File: src/rtl/fp_mul_sched_pkg.sv
// ============================================================================
// Module   : fp_mul_sched_pkg
// Brief    : Shared types and helpers for the FP multiplier scheduler.
// Revision : 1.0 - initial release
// ============================================================================
`default_nettype none

package fp_mul_sched_pkg;

    typedef enum logic [1:0] {
        IDLE  = 2'd0,
        ISSUE = 2'd1,
        WAIT  = 2'd2,
        RESP  = 2'd3
    } state_t;

    localparam int unsigned C_MANTISSA_SIZE = 23;
    localparam int unsigned C_EXPONENT_SIZE = 8;
    localparam int unsigned C_WORD_W        = C_MANTISSA_SIZE + C_EXPONENT_SIZE + 1;

    function automatic int unsigned id_width(input int unsigned n);
        return (n <= 2) ? 1 : $clog2(n);
    endfunction

    // True when every exponent and mantissa bit is clear; the sign bit is ignored.
    function automatic logic is_zero(input logic [63:0] word, input int unsigned mag_bits);
        logic any_set;
        any_set = 1'b0;
        for (int i = 0; i < 64; i++) begin
            if (i < mag_bits) any_set = any_set | word[i];
        end
        return !any_set;
    endfunction

endpackage

`default_nettype wire

File: src/rtl/rr_arbiter.sv
// ============================================================================
// Module   : rr_arbiter
// Brief    : Combinational round-robin grant starting the search at rr_ptr.
// Revision : 1.0 - initial release
// ============================================================================
`default_nettype none

module rr_arbiter #(
    parameter int NUM_REQ = 4,
    parameter int ID_W    = 2
) (
    input  logic [NUM_REQ-1:0] req_valid,
    input  logic [ID_W-1:0]    rr_ptr,
    output logic               grant_valid,
    output logic [ID_W-1:0]    grant_id,
    output logic [NUM_REQ-1:0] grant_onehot
);

    // Walk from the farthest candidate back to rr_ptr so the nearest valid wins.
    always_comb begin
        grant_valid = 1'b0;
        grant_id    = '0;
        for (int k = NUM_REQ - 1; k >= 0; k--) begin
            logic [ID_W-1:0] w_idx;
            w_idx = ID_W'((int'(rr_ptr) + k) % NUM_REQ);
            if (req_valid[w_idx]) begin
                grant_valid = 1'b1;
                grant_id    = w_idx;
            end
        end
    end

    for (genvar i = 0; i < NUM_REQ; i++) begin : g_onehot
        assign grant_onehot[i] = grant_valid && (grant_id == ID_W'(i));
    end

endmodule

`default_nettype wire

File: src/rtl/fp_mul_scheduler.sv
// ============================================================================
// Module   : fp_mul_scheduler
// Brief    : Round-robin sharing of one FP multiplier between NUM_REQ ports.
//            Optional zero-operand bypass: FP_MUL_ZERO_BYPASS_EN.
// Revision : 1.0 - initial release
// ============================================================================
`default_nettype none

module fp_mul_scheduler
    import fp_mul_sched_pkg::*;
#(
    parameter int Mantissa_Size = 23,
    parameter int Exponent_Size = 8,
    parameter int N             = Mantissa_Size + Exponent_Size,
    parameter int NUM_REQ       = 4,
    parameter int MUL_LATENCY   = 2
) (
    input  logic                            clk,
    input  logic                            rst,
    input  logic [NUM_REQ-1:0]              req_valid,
    output logic [NUM_REQ-1:0]              req_ready,
    input  logic [NUM_REQ*(N+1)-1:0]        req_a,
    input  logic [NUM_REQ*(N+1)-1:0]        req_b,
    output logic                            rsp_valid,
    input  logic                            rsp_ready,
    output logic [id_width(NUM_REQ)-1:0]    rsp_id,
    output logic [N:0]                      rsp_result,
    output logic                            rsp_overflow,
    output logic                            rsp_zero,
    output logic                            mul_enable,
    output logic                            mul_load,
    output logic [N:0]                      mul_a,
    output logic [N:0]                      mul_b,
    input  logic [N:0]                      mul_result,
    input  logic                            mul_overflow,
    input  logic                            mul_zero
);

    localparam int ID_W  = id_width(NUM_REQ);
    localparam int W     = N + 1;
    localparam int CNT_W = $clog2(MUL_LATENCY + 1);

    state_t             r_state;
    state_t             w_next_state;
    logic [ID_W-1:0]    r_rr_ptr;
    logic [ID_W-1:0]    r_id;
    logic [W-1:0]       r_a;
    logic [W-1:0]       r_b;
    logic [W-1:0]       r_result;
    logic               r_overflow;
    logic               r_zero;
    logic [CNT_W-1:0]   r_cnt;

    logic               w_grant_valid;
    logic [ID_W-1:0]    w_grant_id;
    logic [NUM_REQ-1:0] w_grant_onehot;
    logic [ID_W-1:0]    w_next_ptr;
    logic [W-1:0]       w_a_arr [NUM_REQ];
    logic [W-1:0]       w_b_arr [NUM_REQ];
    logic [W-1:0]       w_sel_a;
    logic [W-1:0]       w_sel_b;
    logic               w_bypass;

    for (genvar i = 0; i < NUM_REQ; i++) begin : g_unpack
        assign w_a_arr[i] = req_a[i*W +: W];
        assign w_b_arr[i] = req_b[i*W +: W];
    end

    rr_arbiter #(
        .NUM_REQ (NUM_REQ),
        .ID_W    (ID_W)
    ) u_arbiter (
        .req_valid    (req_valid),
        .rr_ptr       (r_rr_ptr),
        .grant_valid  (w_grant_valid),
        .grant_id     (w_grant_id),
        .grant_onehot (w_grant_onehot)
    );

    assign w_sel_a    = w_a_arr[w_grant_id];
    assign w_sel_b    = w_b_arr[w_grant_id];
    assign w_next_ptr = (w_grant_id == ID_W'(NUM_REQ - 1)) ? '0 : w_grant_id + ID_W'(1);

`ifdef FP_MUL_ZERO_BYPASS_EN
    assign w_bypass = is_zero(64'(w_sel_a), N) || is_zero(64'(w_sel_b), N);
`else
    assign w_bypass = 1'b0;
`endif

    always_comb begin
        w_next_state = r_state;
        req_ready    = '0;
        mul_enable   = 1'b0;
        mul_load     = 1'b0;
        rsp_valid    = 1'b0;
        case (r_state)
            IDLE: begin
                // Gated by rst so the async-reset window presents no grant.
                if (!rst) req_ready = w_grant_onehot;
                if (w_grant_valid) w_next_state = w_bypass ? RESP : ISSUE;
            end
            ISSUE: begin
                mul_enable   = 1'b1;
                mul_load     = 1'b1;
                w_next_state = WAIT;
            end
            WAIT: begin
                if (r_cnt == CNT_W'(1)) w_next_state = RESP;
            end
            RESP: begin
                rsp_valid = 1'b1;
                if (rsp_ready) w_next_state = IDLE;
            end
            default: w_next_state = IDLE;
        endcase
    end

    always_ff @(posedge clk or posedge rst) begin
        if (rst) begin
            r_state    <= IDLE;
            r_rr_ptr   <= '0;
            r_id       <= '0;
            r_a        <= '0;
            r_b        <= '0;
            r_result   <= '0;
            r_overflow <= 1'b0;
            r_zero     <= 1'b0;
            r_cnt      <= '0;
        end else begin
            r_state <= w_next_state;
            case (r_state)
                IDLE: begin
                    if (w_grant_valid) begin
                        r_a      <= w_sel_a;
                        r_b      <= w_sel_b;
                        r_id     <= w_grant_id;
                        r_rr_ptr <= w_next_ptr;
                        if (w_bypass) begin
                            r_result   <= '0;
                            r_overflow <= 1'b0;
                            r_zero     <= 1'b1;
                        end
                    end
                end
                ISSUE: r_cnt <= CNT_W'(MUL_LATENCY);
                WAIT: begin
                    r_cnt <= r_cnt - CNT_W'(1);
                    if (r_cnt == CNT_W'(1)) begin
                        r_result   <= mul_result;
                        r_overflow <= mul_overflow;
                        r_zero     <= mul_zero;
                    end
                end
                default: ;
            endcase
        end
    end

    assign mul_a        = r_a;
    assign mul_b        = r_b;
    assign rsp_id       = r_id;
    assign rsp_result   = r_result;
    assign rsp_overflow = r_overflow;
    assign rsp_zero     = r_zero;

endmodule

`default_nettype wire

File: config.mk
export PLATFORM = sky130hd
export DESIGN_NAME = fp_mul_scheduler
export DESIGN_NICKNAME = d
export VERILOG_FILES = /design/src/rtl/fp_mul_sched_pkg.sv /design/src/rtl/rr_arbiter.sv /design/src/rtl/fp_mul_scheduler.sv
export SDC_FILE = /design/constraint.sdc
export NUM_CORES = 1
export LEC_CHECK = 0
export BUFFER_PORTS_ARGS = -buffer_cell sky130_fd_sc_hd__clkbuf_2
export CAP_MARGIN = 15
export CORE_AREA = 2 2 157 159
export CTS_CLUSTER_DIAMETER = 80
export CTS_CLUSTER_SIZE = 12
export DETAILED_ROUTE_END_ITERATION = 16
export DIE_AREA = 0 0 159 161
export PLACE_DENSITY_LB_ADDON = 0.08
export SYNTH_ARGS = -nofsm -noshare
export SYNTH_HDL_FRONTEND = slang
export SYNTH_HIERARCHICAL = 1
export SYNTH_SLANG_ARGS = --single-unit
File: constraint.sdc
create_clock -name clk -period 3.19 [get_ports clk]
set_input_delay 0.1595 -clock clk [delete_from_list [all_inputs] [get_ports clk]]
set_output_delay 0.1595 -clock clk [all_outputs]
set_load 0.01 [all_outputs]
* Word level (Yosys, flattened, before mapping)
Index checks and enable logic that the tools add are counted.
** Storage, ports and cells
- Register bits after elaboration :: 106
- Bits in latches :: 0
- Bits in writable memories :: 0
- ROM bits :: 0
- Memories :: 0
** Operators by class
- Add/sub/neg operators :: 5
- $mul :: 0
- Div/mod/pow operators :: 0
- $lt $le $gt $ge :: 5
- Equality and inequality tests :: 10
- Shift operators :: 0
- Mux-type cells :: 32
- Bitwise gates (word level) :: 1
- Reductions and logical operators :: 10
** Operators by type and width (number)
- 32-bit binary-select mux with 2-bit select :: 2
- 32-bit two-way mux :: 4
- 2-bit two-way mux :: 8
- 2-bit by 3-bit less-than comparator with 1-bit output, second input constant :: 4
- 1-bit two-way mux :: 10
- 1-bit binary-select mux with 2-bit select :: 4
- 2-bit == test, second input constant :: 4
- 4-bit two-way mux :: 2
- 2-bit one-hot mux with 4 select lines :: 1
- 2-bit by 1-bit == test with 1-bit output, second input constant :: 3
- 2-bit by 1-bit adder with 2-bit output, second input constant :: 2
- 2-bit adder, second input constant :: 2
- 1-bit logical AND :: 4
- 2-bit zero test :: 2
- 2-bit inequality test, second input constant :: 2
- 2-bit one-hot mux with 2 select lines :: 1
- 2-bit AND reduction :: 2
- 3-bit greater-or-equal comparator, second input constant :: 1
- 2-bit inverter with 3-bit output :: 1
- 3-bit AND reduction :: 1
- 2-bit by 1-bit inequality test with 1-bit output, second input constant :: 1
- 2-bit nonzero test :: 1
- 2-bit by 1-bit subtractor with 2-bit output, second input constant :: 1

* Depth between registers and ports, before layout
Gate-level depths: netlist of the first run.
- Word-level depth :: 11
- Depth in mapped cells :: 9

* Cells and area by module
Netlist of the first run, hierarchy kept.
** Modules (own cells, without submodules)
- fp_mul_scheduler :: times used 1, cells an instance 473, area an instance 5988.2 µm²
- rr_arbiter :: times used 1, cells an instance 33, area an instance 211.5 µm²

* Worst setup path after synthesis of the first run
OpenSTA, ideal clock, no wires.
- Kind :: reg-to-reg
- From :: register r_rr_ptr[1]
- To :: register r_a[17], in the netlist mul_a[17]
- Arrival :: 1.792 ns
- Data required time :: 3.044 ns
- Setup slack :: 1.252 ns
- Cell stages (with the launch flop) :: 10
- Path through :: dfrtp_1 buf_6 a21boi_0 o22ai_1 a31oi_1 buf_2 buf_4 buf_2 mux2i_1 o221ai_2
** Between the ends
- Longest elaborated chain between the ends :: 11
- Elaborated cells between the ends (all ways) :: 24
- Those cells by class :: add/sub: 3; mux: 19; bitwise: 1; reduce/logical: 1
** Ends and longest elaborated chain
- start: declaration :: line fp_mul_scheduler.sv:45 : logic [ID_W-1:0] r_rr_ptr;
- start signal: assignment :: line fp_mul_scheduler.sv:137 : r_rr_ptr <= w_next_ptr;
- 2-bit adder :: line rr_arbiter.sv:25 : w_idx = ID_W'((int'(rr_ptr) + k) % NUM_REQ);
- 1-bit binary-select mux with 2-bit select :: line rr_arbiter.sv:26 : if (req_valid[w_idx]) begin
- 1-bit two-way mux (implied by the code) :: line rr_arbiter.sv:26
- 2-bit two-way mux (3 in series) :: line rr_arbiter.sv:26
- 2-bit two-way mux (*) :: line rr_arbiter.sv:26
- via w_grant_id[0] :: line fp_mul_scheduler.sv:55 : logic [ID_W-1:0] w_grant_id;
- 2-bit inverter with 3-bit output (implied by the code) (*) :: line fp_mul_scheduler.sv:80 : assign w_sel_a = w_a_arr[w_grant_id];
- 32-bit binary-select mux with 2-bit select (*) :: line fp_mul_scheduler.sv:80
- 32-bit two-way mux (implied by the code) (*) (2 in series) :: line fp_mul_scheduler.sv:80
- end signal: assignment :: line fp_mul_scheduler.sv:134 : r_a <= w_sel_a;
- end: declaration :: line fp_mul_scheduler.sv:47 : logic [W-1:0] r_a;
Mark *: on every way through the listed nets, which the timed path passes. The rest lies on a longest branch. The select of a mux whose other input is x is not followed.
A chain may end at the register's enable or synchronous reset.

* Final worst setup path of the first run
- From :: register r_rr_ptr[1]
- To :: register r_a[26], in the netlist mul_a[26]
The elaborated chain is that of the path after synthesis.

==> results of run 1 <==
==> power breakdown <==
group / switching [mW] / internal [mW]
Combinational: 2.29 / 1.93
Clock: 0.570 / 0.561
Sequential: 0.400 / 2.03
==> worst max path at each step <==
| stage | start | end | slack (ps) |
|---|---|---|---|
| final | r_rr_ptr[1] | mul_a[26] | 950 |
| after global routing | r_rr_ptr[1] | mul_a[29] | 730 |
| after CTS | r_rr_ptr[1] | mul_a[29] | 940 |
| after detailed placement | r_rr_ptr[1] | mul_a[29] | 950 |
| after floorplan | rst | mul_a[0] | 240 |
| after global placement | r_rr_ptr[1] | mul_a[29] | 960 |
==> synth_stat cells (3+ instances only) <==
cell type | number | area share (%)
and2_1 | 5 | 0.50
o221ai_1 | 4 | 0.57
nor2_1 | 4 | 0.24
mux2_2 | 37 | 6.7
dfrtp_1 | 106 | 43
inv_1 | 12 | 0.73
clkbuf_1 | 6 | 0.36
nor2b_1 | 3 | 0.30
buf_4 | 6 | 0.73
o221ai_2 | 60 | 15
nand2_1 | 69 | 4.2
buf_2 | 24 | 1.9
buf_6 | 8 | 1.5
o21ai_0 | 5 | 0.40
ha_1 | 6 | 1.2
a21oi_1 | 4 | 0.32
mux2i_1 | 129 | 21
==> stage by stage <==
step                      worst slack (ps)  instance area (um^2)  utilization [%]  std cells  hold WS, ps
final                                953.8                  8836            36.87       1220        26.26
after global routing                 727.2                  8836            36.87       1220        10.27
after CTS                            943.4                  8833            36.86       1219        5.465
after detailed placement             946.1                  8537            35.63       1202        137.0
after global placement               958.3                  8537            35.63       1202        144.0
after floorplan                      241.6                  6200                -        506        310.1
==> routing by layer <==
metal,wire length (um),global-route usage (%)
met1,8512,19.41
met2,11370,30.91
met3,1888,5.984
met4,468,5.372
met5,0,0
==> sequential cells by signal (all words and copies together) (netlist names) <==
name	cells
r_state	2
mul_a	32
rsp_overflow	1
r_cnt	2
rsp_id	2
mul_b	32
rsp_result	32
rsp_zero	1
r_rr_ptr	2
==> repair_timing <==
action                    4_1_cts  5_1_grt
buffers inserted                0        0
hold buffers                    1        0
hold endpoints to repair       17        0
==> final cells by class <==
| type | count | area share (%) |
|---|---|---|
| well taps | 324 | 4.588 |
| diodes | 1 | 0.02832 |
| flip-flops and latches | 106 | 30.02 |
| clock inverters | 6 | 0.5381 |
| repair buffers | 417 | 24.75 |
| inverters | 12 | 0.5381 |
| clock buffers | 10 | 2.705 |
| multi-input cells | 344 | 36.83 |
==> critical path, cell delays in order (launching register included) <==
cell and delay [ps]:
dfrtp_1 550, mux2i_1 230, o22ai_1 130, a31oi_4 300, buf_12 370, mux2i_1 320, o221ai_2 130
==> logic make-up after synthesis <==
kind of cell               Yosys count
AOI/OAI and AO/OA                   87
adders and majority gates            6
buffers and inverters               56
DFF                                106
muxes                              166
and+or+nand+nor                     85
==> impl_metrics.toml, run 1 <==
[sta]
setup_viol = 0
timing.final.crit_period_ps = 2236
final-max-slew-violation-count = 0
finalClockSkew_ps = 10.76
relSlewSlack_pct = 41.40
rsz0062_at_grt = "no"
period_share_pct = 70.10
hold_viol_final = 0
setup_tns_ps = 0
clock.fmax_mhz = 447.2
tightestPinTransition_ps = 879.0

[clock_tree]
numCtsBuffers = 9
clk_pin_slew_ps = 80
clock_sinks = 106
cts_tree = "built"
cts-root-buf = "clkbuf_16"
clockBufferDepth = 2
htreeDepth = 3
cts.repair.resized = 0
clk_latency_ps = 360

[synth]
synth_top_family_by_area = "multiplexers"
synthesis.nets = 809
yosys.area_share.simple_pct = 5.590
synthMuxAreaShare_pct = 27.55
synthCells = 506
avgSynthCellArea_um2 = 12.25
ys.flop_type = "dfrtp_1"
yosys.area_share.adder_pct = 1.211
yosys_warnings = 6
synth_xor_area_share_pct = 0
synth-edff-count = 0
ys_types = 31
ys_async_sr_fraction_pct = 100.0
synth-seq-cells = 106
synth_compound_area_share_pct = 17.66
seq_area_frac_synth_pct = 42.79
syn-cell-area_um2 = 6200

[placed_design]
io_buffers = 403
dp_hpwl_mm = 16.77
routabilityCongestion = 0.7584

[final_layout]
seqCellArea_um2 = 2653
syn_to_final_growth_pct = 42.52
final_cell_mix = "clkbuf_2, mux2i_1, dfrtp_1"
multiInputGateArea_um2 = 3254
fill_cells = 2436
layout.nets = 1193
drive_above_1_share_pct = 59.89
layout_commonest_cell = "clkbuf_2"

[critical_path]
rrSetupSlack_ps = 950
r2r-end = "mul_a[26]"
ff2ff_path_depth = 6
arrival_ps = 2460
required_ps = 3410
rr_startpoint = "r_rr_ptr[1]"
cp_max_fo = 64
startpoint_type = "flip-flop"
critical_path_class = "flip-flop to flip-flop"
cp-end-kind = "flip-flop"

[die]
core_um2 = 23960
initial_utilization_pct = 25.87
rows = 57
die_x_um = 159
io_pins = 404
die_h_um = 161
dieArea_um2 = 25600

[grt]
grt_max_degree = 70
grt_use_total_pct = 17.29
grt_pass1_vias = 5906
antenna_found_initial = 1
grt_pass1_wl_mm = 34.44
overflow = 0

[power_and_ir_drop]
power_density_nw_per_um2 = 880.3
peakVddDrop_uv = 393.2
finalPower_mw = 7.778
leakagePower_nw = 4.552

[routing]
dr.pass1.iters = 4
drt_wl_total_mm = 22.24
vias_per_cell = 4.548
ant_nets = 0
post_drt_wl_per_cell_um = 18.23
first_iter_violations = 212
vias = 5548
drc = 0

[worst_hold_path]
hold_path.class = "input pin to flip-flop"
holdPathEnd = "rsp_result[11]"
whs_path_depth = 2
worstHoldStart = "mul_result[11]"

[outcome]
status = "completed"

[job]
cap_violations = 0
(Power assumes the default switching activity.)
==> run 2: changes to the inputs <==
==> constraint.sdc (replaced) <==
create_clock -name clk -period 2.19 [get_ports clk]
set_input_delay 0.1095 -clock clk [delete_from_list [all_inputs] [get_ports clk]]
set_output_delay 0.1095 -clock clk [all_outputs]
set_load 0.01 [all_outputs]
==> run 2 against run 1 <==
  * Clock skew rose by 1.8 ps
  * Routed wire length is 1.4% lower
  * Final cell count is 3.7% higher
==> impl_metrics.toml, run 2 (synthesis gave the netlist of run 1 again) <==
[outcome]
status = "completed"

[job]
cap_violations = 0

[power_and_ir_drop]
p_sw_share_pct = 41.01
leakagePower_nw = 4.801
clkPwrFrac_pct = 14.9
pwr-share-seq_pct = 29.8
p_sw_mw = 4.843
power_density_nw_per_um2 = 1257
power.share.combinational_pct = 55.3
intPower_mw = 6.965
finalPower_mw = 11.81
peakVddDrop_uv = 470.6

[critical_path]
max_stage_delay_ps = 430
rrSetupSlack_ps = 190
ff2ff_path_depth = 7
crit_chain = "mux2i_1, o22ai_1, a31oi_4, buf_12, buf_12, mux2i_1, o221ai_2"
cp_max_fo = 25
critical_path_class = "flip-flop to flip-flop"
cp-end-kind = "flip-flop"
critPathTopFamily = "compound AO/OA/AOI/OAI gates"
required_ps = 2430
rr_startpoint = "r_rr_ptr[1]"
cpMaxStageDelayCell = "dfrtp_1"
r2r-end = "mul_b[22]"
arrival_ps = 2230
worst-path-buf-inv = 2
startpoint_type = "flip-flop"

[sta]
period_share_pct = 91.21
setup_tns_ps = 0
relSlewSlack_pct = 68.19
worst_hold_slack_ps = 55.69
timing.final.crit_period_ps = 1997
tightestPinTransition_ps = 477.2
setup_ws_ps = 192.6
rsz0062_at_grt = "no"
finalClockSkew_ps = 12.52
final-max-slew-violation-count = 0
clock.fmax_mhz = 500.7
setup_viol = 0
hold_viol_final = 0

[clock_tree]
cts_tree = "built"
clk_latency_ps = 350
cts-root-buf = "clkbuf_16"
clockBufferDepth = 2
clk_pin_slew_ps = 90
clock_sinks = 106
cts_setup_buffers = 0
numCtsBuffers = 9
postCtsHoldBufs = 35
cts.repair.resized = 0
htreeDepth = 3

[routing]
dr.pass1.iters = 4
drc = 0
ant_nets = 0
vias = 5694
vias_per_cell = 4.501
drt_wl_total_mm = 21.93
first_iter_violations = 148
post_drt_wl_per_cell_um = 17.34

[grt]
overflow = 0
antenna_found_initial = 0
grt_use_total_pct = 17.04
grt_pass1_vias = 6184
grt_pass1_wl_mm = 34.33
grt_max_degree = 80

[placed_design]
dp_hpwl_mm = 16.74
place_area_um2 = 8728
place_ws_ps = 198.7
routabilityCongestion = 0.7668
io_buffers = 403

[final_layout]
layout.nets = 1239
stdcell_area_um2 = 9390
layout_commonest_cell = "clkbuf_2"
fill_cells = 2422
final_cell_mix = "clkbuf_2, mux2i_1, dfrtp_1"
antenna_cells = 0
drive_above_1_share_pct = 58.24
syn_to_final_growth_pct = 51.46

[worst_hold_path]
worstHoldStart = "req_b[64]"
whs_path_depth = 3
holdPathEnd = "mul_b[0]"
hold_path.class = "input pin to flip-flop"

[die]
rows = 57
initial_utilization_pct = 25.87
dieArea_um2 = 25600
io_pins = 404
die_x_um = 159
die_h_um = 161
core_um2 = 23960
-- run 2: changes by cell type in the layout (fill, tap and decap cells not counted), sizes merged --
cell,previous run,this run
buf,13,25
dlygate4sd3,1,35
clkbuf,413,412
bufinv,0,1
diode,1,0
-- run 2: final cells by class --
cell class	count	area, um^2	area share, %
clock buffer	9	225.2	2.398
clock inverter	7	86.33	0.9194
inverter	12	48.80	0.5197
multi-input combinational	344	3254	34.66
sequential	106	2653	28.25
tap	324	405.4	4.317
timing repair buffer	463	2718	28.94
-- run 2: worst max path at each step --
stage	start	endpoint	slack, ps	cells after the start
global route	r_rr_ptr[1]	mul_b[22]	60	7
global placement	r_rr_ptr[1]	mul_b[22]	240	7
detailed placement	r_rr_ptr[1]	mul_b[22]	200	7
finish	r_rr_ptr[1]	mul_b[22]	190	7
CTS	r_rr_ptr[1]	mul_b[22]	190	7
floorplan	r_rr_ptr[1]	mul_a[17]	250	9
-- run 2: layer usage --
metal | share of wire (%) | vias up | wire, um | global-route usage, %
li1 | - | 2751 | - | -
met1 | 40 | 2675 | 8840 | 20.13
met2 | 51 | 252 | 11260 | 30.65
met3 | 6.9 | 16 | 1514 | 4.700
met4 | 1.5 | 0 | 320 | 4.215
met5 | 0 | - | 0 | 0
-- run 2: power groups by stage --
stage          Sequential [mW]  Combinational [mW]  Clock [mW]
2_1_floorplan             3.90                3.80           0
3_3_place_gp              3.55                6.63           0
3_5_place_dp              3.54                6.64           0
4_1_cts                   3.52                6.70        1.84
5_1_grt                   3.65                7.16        1.89
6_report                  3.51                6.53        1.76
-- run 2: metrics by stage --
| step | util [%] | cells |
|---|---|---|
| after floorplan | - | 506 |
| after global placement | 36.42 | 1214 |
| after detailed placement | 36.42 | 1214 |
| after CTS | 39.19 | 1265 |
| after global routing | 39.19 | 1265 |
| final | 39.19 | 1265 |
-- run 2: tightest hold or removal path, cell delays in order --
cell,delay [ps]
clkbuf_2,80
mux2i_1,60
o221ai_1,130
